**config.mk**
```make
export PLATFORM = sky130hd
export DESIGN_NAME = bcd_a_binario
export DESIGN_NICKNAME = d
export VERILOG_FILES = /design/src/rtl/bcd_a_binario.sv
export SDC_FILE = /design/constraint.sdc
export NUM_CORES = 1
export LEC_CHECK = 0
export CORE_MARGIN = 5
export CORE_UTILIZATION = 55
export CTS_BUF_LIST = sky130_fd_sc_hd__clkbuf_8
export DETAILED_ROUTE_END_ITERATION = 8
export PLACE_DENSITY_LB_ADDON = 0.05
export SKIP_LAST_GASP = 1
export SLEW_MARGIN = 40
export SYNTH_ARGS = -nofsm -noshare
export SYNTH_HDL_FRONTEND = slang
export SYNTH_SLANG_ARGS = --single-unit
```
**constraint.sdc**
```tcl
create_clock -name clk -period 3.05 [get_ports clk]
set_input_delay 0.7625 -clock clk [delete_from_list [all_inputs] [get_ports clk]]
set_output_delay 0.7625 -clock clk [all_outputs]
set_load 0.02 [all_outputs]
```
**src/rtl/bcd_a_binario.sv**
```systemverilog
// Four-digit packed BCD to 14-bit binary converter using reverse double-dabble.
// One shift/correct iteration per clock; result appears 14 clocks after acceptance.
module bcd_a_binario (
    input  logic        clk,
    input  logic        rst,
    input  logic        start,
    input  logic [15:0] bcd_in,
    output logic [13:0] bin_out,
    output logic        valid,
    output logic        busy,
    output logic        error
);

    typedef enum logic [1:0] {
        S_IDLE  = 2'd0,
        S_SHIFT = 2'd1,
        S_DONE  = 2'd2
    } state_t;

    localparam logic [3:0] LAST_ITER = 4'd13;

    state_t      state_q, state_d;
    logic [15:0] bcd_q, bcd_d;
    logic [13:0] bin_q, bin_d;
    logic [3:0]  cnt_q, cnt_d;
    logic [13:0] bin_out_q, bin_out_d;
    logic        error_q, error_d;

    logic        digits_ok;
    logic        accept;
    logic        last_iter;
    logic [15:0] bcd_shift;
    logic [15:0] bcd_adj;
    logic [13:0] bin_shift;

    function automatic logic [3:0] fix_digit(input logic [3:0] d);
        return (d >= 4'd8) ? (d - 4'd3) : d;
    endfunction

    always_comb begin
        digits_ok = (bcd_in[15:12] <= 4'd9) && (bcd_in[11:8] <= 4'd9) &&
                    (bcd_in[7:4]   <= 4'd9) && (bcd_in[3:0]  <= 4'd9);
        accept    = (state_q == S_IDLE) && start && digits_ok;
        last_iter = (cnt_q == LAST_ITER);
    end

    // One iteration: shift {bcd, bin} right, then pull every digit >= 8 down by 3.
    always_comb begin
        bcd_shift = {1'b0, bcd_q[15:1]};
        bin_shift = {bcd_q[0], bin_q[13:1]};
        bcd_adj   = '0;
        for (int i = 0; i < 4; i++) begin
            bcd_adj[4*i +: 4] = fix_digit(bcd_shift[4*i +: 4]);
        end
    end

    // State register
    always_ff @(posedge clk) begin
        if (rst) begin
            state_q <= S_IDLE;
        end else begin
            state_q <= state_d;
        end
    end

    // Next-state logic
    always_comb begin
        state_d = state_q;
        case (state_q)
            S_IDLE:  if (accept) state_d = S_SHIFT;
            S_SHIFT: if (last_iter) state_d = S_DONE;
            S_DONE:  state_d = S_IDLE;
            default: state_d = S_IDLE;
        endcase
    end

    // Datapath next values
    always_comb begin
        bcd_d     = bcd_q;
        bin_d     = bin_q;
        cnt_d     = cnt_q;
        bin_out_d = bin_out_q;
        error_d   = (state_q == S_IDLE) && start && !digits_ok;
        case (state_q)
            S_IDLE: begin
                if (accept) begin
                    bcd_d = bcd_in;
                    bin_d = '0;
                    cnt_d = '0;
                end
            end
            S_SHIFT: begin
                bcd_d = bcd_adj;
                bin_d = bin_shift;
                if (last_iter) begin
                    bin_out_d = bin_shift;
                end else begin
                    cnt_d = cnt_q + 4'd1;
                end
            end
            default: ;
        endcase
    end

    always_ff @(posedge clk) begin
        if (rst) begin
            bcd_q     <= '0;
            bin_q     <= '0;
            cnt_q     <= '0;
            bin_out_q <= '0;
            error_q   <= 1'b0;
        end else begin
            bcd_q     <= bcd_d;
            bin_q     <= bin_d;
            cnt_q     <= cnt_d;
            bin_out_q <= bin_out_d;
            error_q   <= error_d;
        end
    end

    // Output logic; error is only ever raised in the cycle after an IDLE
    // rejection, so it cannot coincide with valid (DONE).
    always_comb begin
        valid   = (state_q == S_DONE);
        busy    = (state_q != S_IDLE);
        error   = error_q;
        bin_out = bin_out_q;
    end

endmodule

```
# [Word level (Yosys, flattened, before mapping)]
# Cells that the tools add are included.
[word_totals] regBits=51 input_bits=19 word_cells=50
[classes] addsub=4 n_lt_le_gt_ge=7 eq_ne=6 mux=13 reduce_logical=14
[op_table] op="one-hot mux 16 bit (2 select lines)" count=1
[op_table] op="one-hot mux 14 bit (2 select lines)" count=1
[op_table] op="2-to-1 mux 4 bit" count=5
[op_table] op="<= comparator 4 bit, second input constant" count=4
[op_table] op="2-to-1 mux 16 bit" count=1
[op_table] op="2-to-1 mux 14 bit" count=1
[op_table] op="greater-or-equal comparator 4 bit, second input constant" count=3
[op_table] op="subtractor 4 x 2 -> 4 bit, second input constant" count=3
[op_table] op="one-hot mux 4 bit (2 select lines)" count=1
[op_table] op="logical AND 1 bit" count=6
[op_table] op="inequality test 2 bit, second input constant" count=3
[op_table] op="AND reduction 2 bit" count=3
[op_table] op="adder 4 x 1 -> 4 bit, second input constant" count=1
[op_table] op="equality test 4 bit, second input constant" count=1
[op_table] op="2-to-1 mux 2 bit" count=2
[op_table] op="one-hot mux 2 bit (2 select lines)" count=1
[op_table] op="nonzero test 2 bit" count=2
[op_table] op="AND reduction 3 bit" count=1
[op_table] op="equality test 2 x 1 -> 1 bit, second input constant" count=1
[op_table] op="equality test 2 bit, second input constant" count=1
[op_table] op="logical NOT 2 bit" count=1
[op_table] op="logical NOT 1 bit" count=1

# [Longest topological paths before layout]
# Gate-level depths: netlist of run 1.
[logic_depth] ltp_word=7 depth_mapped=8

# [Worst setup path before layout of run 1]
# OpenSTA, ideal clock, no wires.
[synth_path] path_type="in2reg" start="in bcd_in[2]" end="reg bin_q[10]" setup_ns=0.117 arrival_ns=1.764 path_slack_ns=1.169 cell_stages=6 n_path_buf=2 cell_sequence="o21ai_0 and4_1 buf_6 a311oi_4 buf_6 a22o_2"
[synth_between] elab_chain_len=5
[synth_lines] item="start, declared" line_no="7" rtl="input logic [15:0] bcd_in,"
[synth_lines] item="<= comparator 4 bit" line_no="42" rtl="(bcd_in[7:4] <= 4'd9) && (bcd_in[3:0] <= 4'd9);"
[synth_lines] item="logical AND 1 bit" line_no="42"
[synth_lines] item="logical AND 1 bit" line_no="43" rtl="accept = (state_q == S_IDLE) && start && digits_ok;"
[synth_lines] item="inequality test 2 bit (no source line)"
[synth_lines] item="AND reduction 2 bit (no source line)"
[synth_lines] item="end signal, assigned" line_no="114" rtl="bin_q <= bin_d;"
[synth_lines] item="end, declared" line_no="24" rtl="logic [13:0] bin_q, bin_d;"
# No other way between the ends.
# A chain may end at the register's enable or synchronous reset.

# [Final worst setup path of run 1]
[layout_path] start="reg state_q[1]" end="out valid"
[layout_between] elab_chain_len=1
[layout_lines] item="start, declared" line_no="22" rtl="state_t state_q, state_d;"
[layout_lines] item="start signal, assigned" line_no="62" rtl="state_q <= state_d;"
[layout_lines] item="equality test 2 bit" line_no="124" rtl="valid = (state_q == S_DONE);"
[layout_lines] item="end, declared" line_no="9" rtl="output logic valid,"
# No other way between the ends.

==> results.md, run 1 <==
Worst setup path:
- The termination of the worst setup path is valid.
- STA classifies the critical path startpoint as a flop.
- The type of the worst setup path is flop to primary output.
- Data on the critical path is required at its endpoint by 2.29 ns.
- Tracing the worst setup path back leads to its startpoint at state_q[1].
- STA classifies the critical path endpoint as a primary output.
- The minimum setup slack among reg-to-reg paths is between 1 and 1.5 ns.
- Measured in cells, the most critical reg-to-reg path has a length of 4.
- The data arrival time of the critical path is 1.49 ns.
- In this run the critical register-to-register path is launched from state_q[0].
- The critical register-to-register path endpoint is bcd_q[7].
- The highest net fanout along the worst path is 4.

Cells and area:
- The layout net count is 314.
- The final instance count without filler cells is 338.
- The flip-flop and latch area is roughly 1000 um^2.
- The library cells used most frequently in the layout, excluding fill and tap cells, are dfxtp_1, clkdlybuf4s50_1, nand2_1, a21oi_1, o21ai_0.
- For this run, the share of the core covered by cells in the final layout is 68.1%.
- Leaving out fill and tap cells, the most frequent cell in the layout is dfxtp_1.
- The number of fill cells is 343.
- The fraction of layout cells with a size suffix above 1 is roughly 10%.
- The number of antenna diodes in the final layout is 0.
- The area occupied by multi-input gates is 1100 um^2.
- The layout overhead on the synthesized area is 20.9%.

Clock network:
- The total number of H-tree levels is 2.
- The clock tree from TritonCTS is built.
- The count of hold-fix buffers inserted at cts is 0.
- The clock root buffer master is clkbuf_8.
- The clock transition at the register clock pins on the worst setup and hold paths after CTS is 0.09 ns.
- The clock passes through at most 2 buffers.
- The number of sinks on the clock net is 50.
- The number of clock buffers added by TritonCTS is 5.
- Gates resized during post-CTS repair numbered 0.
- The number of setup buffers added after CTS is 0.
- For the worst-skew pair, the clock arrives at the later sink with an insertion delay of just under 0.3 ns.

Yosys:
- Summing the areas of all xor and xnor instances in the mapped netlist gives ~3.1% of the synthesized area.
- The area fraction in and, or, nand and nor cells after synthesis is 15.7%.
- The average cell area after synthesis is 8.73 um^2.
- Sorting the synthesized cells by area gives the leading types as dfxtp_1, nand2_1, a21oi_1.
- The largest total area in the synthesized netlist belongs to dfxtp_1.
- The register bit count reported by yosys is 50.
- The proportion of synthesized chip area in sequential cells is 44.8%.
- The post-synthesis cell area is 2230 um^2.
- Counting every instance in the synthesized netlist gives 256.
- The proportion of synthesized area in mux cells is 0%.
- The number of nets in the synthesized netlist is 283.
- Yosys mapped the design onto 32 distinct sky130hd cell types.
- After synthesis, the largest family of logic cells by area is compound AO/OA/AOI/OAI gates.
- The share of synthesized area in the top cell type comes to 44.8%.
- The compound-cell area share of the yosys netlist is about a quarter.
- The share of synthesized cell area in full adder, half adder and majority cells is 4.48%.
- The Yosys step of the flow raised 0 warnings.

Drt:
- The via density per instance is 5.50.
- Detailed routing inserted a total of ~1,900 vias.
- The count of nets left with antenna violations once routing finished came out at 0.
- Summed over all layers, the routed wires come to about 4700 um.
- The average wire length per cell after detail routing is 14.0 um.
- The iteration count of the initial detailed-routing pass is 4.
- In this run, the number of DRC markers left after iteration 0 of detailed routing was 162.
- The detailed-route DRC error count is 0.

Power:
- The combinational cell fraction of total power is 11.6%.
- Per report_power, the sequential group accounts for between 50% and 60% of the total.
- The static leakage is 1.01 nW.
- Net switching is 25.6% of the power.
- The clock power share is 31.0%.
- For this design the total switching power over the nets is 308 uW.
- The peak ir drop on the vdd network is 0.286 mV.
- Cell internal power was estimated by the tool at 893 uW.
- The power per unit of standard cell area is around 440 nW/um^2.

STA:
- The final count of hold timing violations is 0.
- The number of max-slew violations in the final report is 0.
- The worst-case clock skew is approximately 0.0036 ns.
- The summed negative setup slack over all endpoints is 0 ns.
- In the finished design, the share of the clock period the worst path needs comes to around three quarters.
- The maximum clock rate is 0.443 GHz.
- Setup repair after global routing left no endpoint under its margin.
- Once routing completed, OpenROAD measured the worst setup slack at slightly below 0.8 ns.
- The worst slew margin relative to its limit is 59.6%.
- Setup violations remaining at the end of the flow were counted as 0.
- The transition time at the pin with the least slew margin is 0.606 ns.
- The smallest clock period supported by the final layout is computed as around 2.3 ns.

Floorplan:
- The width of the die is around 74 um.
- The die covers 5440 um^2.
- The starting density of the core is between 50% and 60%.
- The count of standard-cell rows is 23.
- The placeable core region is 3970 um^2.
- The number of placed I/O pins is 36.
- The height of the die is about 74 um.

Placed design:
- Prior to clock tree synthesis, the placed netlist has a worst setup slack of around 0.52 ns.
- Routability-driven placement finished with a final weighted congestion of 0.870.
- The HPWL after detailed placement is 3260 um.
- After detailed placement, the design holds a cell count of 330.
- Buffers placed on the I/O ports in this run total 35.

Global route:
- In the global route stage, overall resource usage came out at 19.0%.
- The first global-routing pass estimated between 8000 and 9000 um of wire.
- The met3 global-route usage is 3.69%.
- The met1 demand-to-capacity share in global routing is a little over a quarter.
- The most utilized layer in the global route result is met2.
- The pin count of the biggest net entering global routing is 24.
- The number of global-route vias before repair was 1,762.
- Global routing used 28.9% of the available met2 tracks.
- Global routing finished with a remaining overflow of 0.
- The number of antenna violations at the first check in global routing is 0.

Job:
- Across the run, the number of max-cap violations was 0.

Status:
- The flow ran to the end, and the final reports show no timing, DRC or antenna violations.

Min path:
- The worst hold path cell count is 2.
- The worst min-delay path class is flop to flop.
[state kept, by name (all words and copies together) (netlist names)]
signal	cells
bin_out	14
error	1
cnt_q	4
state_q	2
bcd_q	16
bin_q	13
[synthesized netlist by cell type]
cell and n:
dfxtp_1 50, nand2_1 34, a21oi_1 20, o21ai_0 17, nand3_1 15, nor2_1 15, a311oi_1 11, clkbuf_1 11
inv_1 9, a22o_2 8, ha_1 8, buf_2 6, a211oi_1 5, a22o_1 5, xor2_1 5, a31oi_1 4
nand2b_1 4, a21o_1 3, nor3_1 3, o211a_1 3, o21ai_1 3, or2_2 3, xnor2_1 3, buf_6 2
o211ai_1 2, a311oi_4 1, and2_1 1, and3_1 1, and4_1 1, buf_4 1, nand4_1 1, nor2b_1 1
[final cells by class]
type / instances / area share (%)
well taps: 50 / 2.31
repair buffers: 44 / 15.5
flip-flops and latches: 50 / 37.0
inverters: 9 / 1.25
multi-input cells: 177 / 40.7
clock inverters: 3 / 0.648
clock buffers: 5 / 2.55
[metrics by stage]
step                      power [mW]  instance area [um^2]  hold slack [ns]
final                           1.20                  2700            0.457
after detailed placement       0.842                  2610            0.446
after CTS                       1.21                  2700            0.459
after floorplan                0.790                  2230            0.432
after global routing            1.26                  2700            0.477
after global placement         0.840                  2610            0.443
[power groups by stage]
stage / Sequential, mW / Clock (mW) / Combinational [mW]
after floorplan: 0.700 / 0 / 0.0899
after global placement: 0.703 / 0 / 0.136
after detailed placement: 0.704 / 0 / 0.138
after CTS: 0.688 / 0.385 / 0.139
after global routing: 0.691 / 0.413 / 0.156
final: 0.689 / 0.373 / 0.139
[how the worst min path moves through the flow]
stage	startpoint	to	slack [ns]
after detailed placement	bin_out[6]	bin_out[6]	0.45
final	bin_out[8]	bin_out[8]	0.46
after CTS	bin_out[6]	bin_out[6]	0.46
after global placement	bin_out[5]	bin_out[5]	0.44
after floorplan	bin_q[1]	bin_out[0]	0.43
after global routing	bin_out[6]	bin_out[6]	0.48
[cell families (layout without fill, tap and decap cells)]
logic type,after synthesis,after routing
AND/OR/NAND/NOR,79,79
adder cells (fa/ha/maj),8,8
buffers and inverters,29,61
flip-flops,50,50
AO/OA/AOI/OAI,82,82
XOR/XNOR,8,8
[per-layer routing]
layer / part of all wire (%) / up-vias
met5: 0 / -
met4: 0.66 / 0
met3: 4.9 / 4
met2: 44 / 43
met1: 50 / 848
li1: - / 964
[worst max-delay path: stages, from the launching register on]
cell	delay, ns
dfxtp_1	0.37
inv_1	0.09
nor2_1	0.12
clkdlybuf4s50_1	0.62
Note: power is estimated with default switching activity, not from simulation.
==> run 2, diff against run 1 <==
==> constraint.sdc (replaced) <==
create_clock -name clk -period 2.3 [get_ports clk]
set_input_delay 0.575 -clock clk [delete_from_list [all_inputs] [get_ports clk]]
set_output_delay 0.575 -clock clk [all_outputs]
set_load 0.02 [all_outputs]
==> results.md, run 2 (same netlist as run 1, synthesis figures left out) <==
Clock network:
- The H-tree was split into 2 levels.
- The count of hold-fix buffers inserted at cts is 0.
- In this run, post-CTS repair resized a total of 0 instances.
- No sink is reached through more buffers than the 2 on the longest clock path.
- For the worst-skew pair, the clock arrives at the later sink with an insertion delay of 0.29 ns.
- Counting the buffers created by CTS gives 5.
- The clock tree from TritonCTS is built.
- The post-CTS setup buffer count is 0.
- The clock transition at the register clock pins on the worst setup and hold paths after CTS is 0.09 ns.
- Counting every sink on the clock net gives 50.
- The clock root buffer master is clkbuf_8.

Placed design:
- The post-place setup slack is -0.0718 ns.
- The number of buffers inserted by port buffering is 35.
- The post-DP HPWL is approximately 3300 um.
- At the end of routability-driven placement, the weighted congestion stood at roughly 0.8.

Cells and area:
- bcd_q holds more flip-flops than any other register.
- The top cell types in the final layout, fill and taps aside, are dfxtp_1, clkdlybuf4s50_1, nand2_1, a21oi_1, o21ai_0.
- The number of fill cells is 333.
- At the end of the flow the core is filled with cells to 68.1%.
- The area growth from synthesis to layout is 21.0%.
- The area occupied by multi-input gates is 1100 um^2.
- The antenna diode instance count is 0.
- The net count of the finished layout is approximately 320.
- The register with the most flip-flops in the layout has 16 of them.
- The most common cell after layout, fill and taps aside is dfxtp_1.
- The flip-flop and latch area is 1000 um^2.
- Cells with a size suffix above 1 make up 10.1% of the layout.

Worst setup path:
- The startpoint class of the critical path is an input pin.
- The cell with the biggest individual delay on the critical path is clkdlybuf4s50_1.
- The critical path goes through clkdlybuf4s50_1 > o21ai_0 > and4_1 > buf_4 > nand3_1 > a311oi_1.
- The highest net fanout along the worst path is 18.
- The required time reported for the critical path endpoint is 2.50 ns.
- By startpoint and endpoint, the worst setup path is classified as input pin to flop.
- The data arrival time of the critical path is about 2.3 ns.
- The element type at the critical path end is a flop.
- In this design, the stage delay of the slowest critical-path cell is 0.41 ns.

Floorplan:
- The floorplan step set the die height to 73.7 um.
- The number of placed I/O pins is 36.
- The placeable core region is 3970 um^2.
- The width of the die is 73.7 um.
- The starting density of the core is 56.3%.
- The full die area is about 5400 um^2.
- The floorplan has 23 rows.

STA:
- The count of endpoints failing setup in the final report is 0.
- The worst path in the final design needs a cycle of 2.08 ns, including I/O delays and setup.
- The final count of hold timing violations is 0.
- The fraction of the cycle the final worst path needs is 90.2%.
- The tightest hold path in the finished design has a slack of ~0.46 ns.
- Across all setup checks in the final design, the least slack found is 0.225 ns.
- The transition time at the pin with the least slew margin is 0.808 ns.
- Based on the critical path, the design can be clocked at up to just under 0.5 GHz.
- Setup repair after global routing left no endpoint under its margin.
- The number of max-slew violations in the final report is 0.
- Between clock sinks in the finished design, the worst skew comes to 0.00474 ns.
- The worst slew margin relative to its limit is 45.9%.

Drt:
- The number of nets still failing antenna checks after routing is 0.
- The iteration count of the initial detailed-routing pass is 4.
- The total wire length after detailed routing is about 4700 um.
- Dividing the detail-routed via count by the number of cells gives approximately 5.5.
- The detailed-route DRC error count is 0.
- The number of DRC markers after the initial detailed-route iteration is 105.
- The routed layout has roughly 1,900 vias.
- The average wire length per cell after detail routing is approximately 14 um.

Job:
- The max-capacitance violation count is 0.

Global route:
- The wire length of the first global-routing pass is 7940 um.
- The number of global-route vias before repair is 1,752.
- The number of antenna violations at the first check in global routing is 0.
- The total global routing track utilization is 18.5%.
- The pin count of the biggest net entering global routing is 24.
- Global routing finished with a remaining overflow of 0.

Status:
- The run finished with clean final reports.

Power:
- The peak ir drop on the vdd network is 0.335 mV.
- The static leakage is 1.01 nW.
- The total power after layout is 1.59 mW.
- In this run the power density over the cells is 589 nW/um^2.

Min path:
- The worst min-delay path class is flop to flop.
==> run 2: per-layer routing <==
layer  up-vias  wire length (um)  GRT usage, %
li1        965                 -             -
met1       861              2360          25.5
met2        31              2130          29.3
met3         6               183          3.42
met4         0                50          5.43
met5         -                 0             0
==> run 2: cell type report <==
class                   count  share of cell area (%)
clock buffers               5                    2.55
clock inverters             2                   0.509
inverters                   9                    1.25
multi-input cells         177                    40.6
flip-flops and latches     50                    37.0
well taps                  50                    2.31
repair buffers             45                    15.7
==> run 2: worst max-delay path, delay by kind of cell <==
family                 cells  cell delay (ns)
buffers and inverters      2             0.67
AOI/OAI and AO/OA          2             0.58
and+or+nand+nor            2             0.44
==> run 2: power breakdown <==
part | switching, mW | total (mW) | leakage [nW] | internal (mW)
sequential | 0.0246 | 0.913 | 0.405 | 0.889
combinational | 0.101 | 0.187 | 0.563 | 0.0864
clock | 0.281 | 0.491 | 0.0444 | 0.211
total | 0.406 | 1.59 | 1.01 | 1.19
==> run 2: final timing paths <==
path | to | cells past startpoint | slack, ns | from
hold reg to reg | bin_out[11] | 2 | 0.46 | bin_out[11]
setup / recovery | bcd_q[4] | 6 | 0.22 | bcd_in[2]
setup reg to reg | cnt_q[0] | 4 | 0.81 | state_q[0]
hold / removal | bin_out[11] | 2 | 0.46 | bin_out[11]
==> run 2: per-stage QoR <==
stage / cell area [um^2] / TNS, ns / cells
detailed placement: 2620 / -0.772 / 331
CTS: 2700 / 0 / 338
finish: 2700 / 0 / 338
floorplan: 2230 / 0 / 256
global route: 2700 / 0 / 338
global placement: 2620 / -1.28 / 331
==> run 3, diff against run 2 <==
--- a/config.mk
+++ b/config.mk
@@ -5,9 +5,12 @@
 export SDC_FILE = /design/constraint.sdc
 export NUM_CORES = 1
 export LEC_CHECK = 0
+export CELL_PAD_IN_SITES_DETAIL_PLACEMENT = 1
+export CELL_PAD_IN_SITES_GLOBAL_PLACEMENT = 2
 export CORE_MARGIN = 5
-export CORE_UTILIZATION = 55
+export CORE_UTILIZATION = 33
 export CTS_BUF_LIST = sky130_fd_sc_hd__clkbuf_8
+export CTS_CLUSTER_DIAMETER = 200
 export DETAILED_ROUTE_END_ITERATION = 8
 export PLACE_DENSITY_LB_ADDON = 0.05
 export SKIP_LAST_GASP = 1
==> results.md, run 3 (same netlist as run 1, synthesis figures left out) <==
STA:
- The worst slew margin relative to its limit is 57.7%.
- The final count of hold timing violations was 0.
- The worst path needs 2.12 ns of the cycle, external delays included.
- The number of max-slew violations in the final report is 0.
- The worst-case clock skew is 0.00498 ns.
- The worst hold slack after final layout is roughly 0.46 ns.
- At the pin with the least slew margin, the transition time is 0.635 ns.
- Setup repair after global routing left no endpoint under its margin.
- Timing would allow up to 0.473 GHz.
- The final critical path takes up 92.0% of the cycle.
- The count of endpoints failing setup in the final report is 0.

Cells and area:
- Cells with a size suffix above 1 make up 10.8% of the layout.
- Measured on the finished design, the core utilization comes to 41.1%.
- The layout net count is approximately 320.
- For this run, the number of standard cells in the final layout without fillers is 368.
- The number of fill cells is around 800.
- The layout overhead on the synthesized area is 23.0%.
- The most flop-heavy register is bcd_q.
- The number of flip-flops under the largest register name is 16.
- The sequential cells in the finished layout cover a total of 1000 um^2.
- The top cell types in the final layout, fill and taps aside, are dfxtp_1, clkdlybuf4s50_1, nand2_1, a21oi_1, o21ai_0.
- The antenna diode instance count is 0.
- The multi-input combinational cells in the finished layout cover a total of 1100 um^2.
- The library cell used most frequently in the layout, excluding fill and tap cells, is dfxtp_1.

Worst setup path:
- For the worst setup path, the data required time is between 2 and 3 ns.
- The element type at the critical path end is a flop.
- The signal on the critical path passes through clkdlybuf4s50_1 > o21ai_0 > and4_1 > a311oi_4 > a22o_2.
- The kind of cell adding the most delay to the critical path is compound AO/OA/AOI/OAI gates.
- The cell with the biggest individual delay on the critical path is a311oi_4.
- The startpoint class of the critical path is an input pin.
- Along the worst path, the maximum fanout reaches 13.
- Together, buffers and inverters on the worst path number 1.
- The type of the worst setup path is input pin to flop.
- For this run, the slowest stage of the critical path takes around 0.63 ns.
- For the worst setup path, the data arrival time is between 2 and 2.5 ns.

Power:
- The combinational cell fraction of total power is 12.0%.
- The total internal power is between 1 and 1.5 mW.
- For this design the ratio of total power to cell area is 586 nW/um^2.
- Per report_power, the clock group accounts for 31.2% of the total.
- The relative contribution of sequential cells to total power is 56.8%.
- Summed over all nets, the switching power comes to 424 uW.
- Net switching is a little over a quarter of the power.
- The static leakage is ~1 nW.
- The peak ir drop on the vdd network is approximately 0.23 mV.

Clock network:
- The total number of H-tree levels is 2.
- The maximum count of clock buffers along a single path is 2.
- The number of sinks on the clock net is 50.
- The number of clock buffers added by TritonCTS is 5.
- TritonCTS built the clock tree.
- The post-CTS setup buffer count is 0.
- Clock-pin slew was measured on the worst setup and hold paths at approximately 0.09 ns.
- Buffers inserted to repair hold after CTS numbered 0.
- For the worst-skew pair, the clock arrives at the later sink with an insertion delay of 0.30 ns.
- The tree is rooted in a clkbuf_8.
- The post-cts resize count is 0.

Drt:
- The first detailed-routing pass took 4 iterations.
- The detailed router finished its first iteration with 48 violations.
- The average wire length per cell after detail routing is 15.2 um.
- The detailed-route DRC error count is 0.
- The via total after detailed routing is 1,927.
- The final layout contains routed wiring with a total length of between 5000 and 6000 um.
- Using the TritonRoute via totals, the vias-per-cell ratio works out to between 5 and 6.
- The number of nets still failing antenna checks after routing is 0.

Floorplan:
- The count of standard-cell rows is 30.
- Measured along the x axis, the die boundary spans 92.3 um.
- After floorplanning, the core was sized to cover approximately 6700 um^2.
- The starting density of the core is between 30 and 40%.
- From bottom edge to top edge, the die measures 92.3 um.
- The die covers between 8000 and 9000 um^2.
- 36 I/O pins were placed.

Global route:
- The first global-routing pass estimated 9280 um of wire.
- For this run the aggregate overflow at the end of global routing stands at 0.
- The total global routing track utilization is 13.5%.
- Entering global routing, the biggest net connects 21 pins.
- The number of antenna violations at the first check in global routing is 0.
- The number of global-route vias before repair was around 1,900.

Status:
- The flow ran to the end, and the final reports show no timing, DRC or antenna violations.

Job:
- The tool flagged a number of max-cap violations equal to 0.

Placed design:
- Port buffering added 35 buffers.
- The final RePlAce weighted congestion is approximately 0.73.
- The post-placement cell count is about 360.
- The post-DP HPWL is 4010 um.

Min path:
- The min-delay analysis places its worst path in the category flop to flop.
-- run 3: area by class of cell --
| type | instances | area share, % |
|---|---|---|
| sequential | 50 | 36.4 |
| timing repair buffer | 45 | 15.5 |
| inverter | 9 | 1.23 |
| clock inverter | 2 | 0.546 |
| multi-input combinational | 177 | 40.2 |
| tap | 80 | 3.64 |
| clock buffer | 5 | 2.50 |
-- run 3: worst paths after layout --
kind / from / endpoint / slack [ns] / cells after the start
worst max-delay path: bcd_in[2] / bin_q[7] / 0.18 / 5
worst min-delay path: bin_out[11] / bin_out[11] / 0.46 / 2
worst max register to register: state_q[0] / cnt_q[0] / 0.63 / 5
worst min register to register: bin_out[11] / bin_out[11] / 0.46 / 2
-- run 3: per-layer routing --
metal,track usage [%],share of wire [%],up-vias
met3,2.68,3.0,8
met2,23.5,47,31
met5,0,0,-
met4,4.58,1.6,0
li1,-,-,966
met1,16.7,49,922
-- run 3: through the flow --
step / area [um^2] / setup TNS (ns) / setup slack, ns / total power [mW]
finish: 2750 / 0 / 0.185 / 1.61
global route: 2750 / 0 / 0.0665 / 1.69
CTS: 2750 / 0 / 0.174 / 1.64
detailed placement: 2660 / -3.16 / -0.139 / 1.13
global placement: 2660 / -2.58 / -0.158 / 1.13
floorplan: 2230 / 0 / 0.607 / 1.05
-- run 3: worst reg2reg max path: cells and delay by family, from the launching register on --
| family | cells | cell delay [ns] |
|---|---|---|
| and+or+nand+nor | 3 | 0.85 |
| DFF | 1 | 0.38 |
| buffers and inverters | 1 | 0.26 |
| AOI/OAI and AO/OA | 1 | 0.13 |
-- run 3: power by group through the flow --
stage / logic [mW] / registers (mW) / clock network [mW]
2_1_floorplan: 0.119 / 0.928 / 0
3_3_place_gp: 0.196 / 0.934 / 0
3_5_place_dp: 0.196 / 0.935 / 0
4_1_cts: 0.197 / 0.914 / 0.527
5_1_grt: 0.215 / 0.918 / 0.556
6_report: 0.193 / 0.914 / 0.502
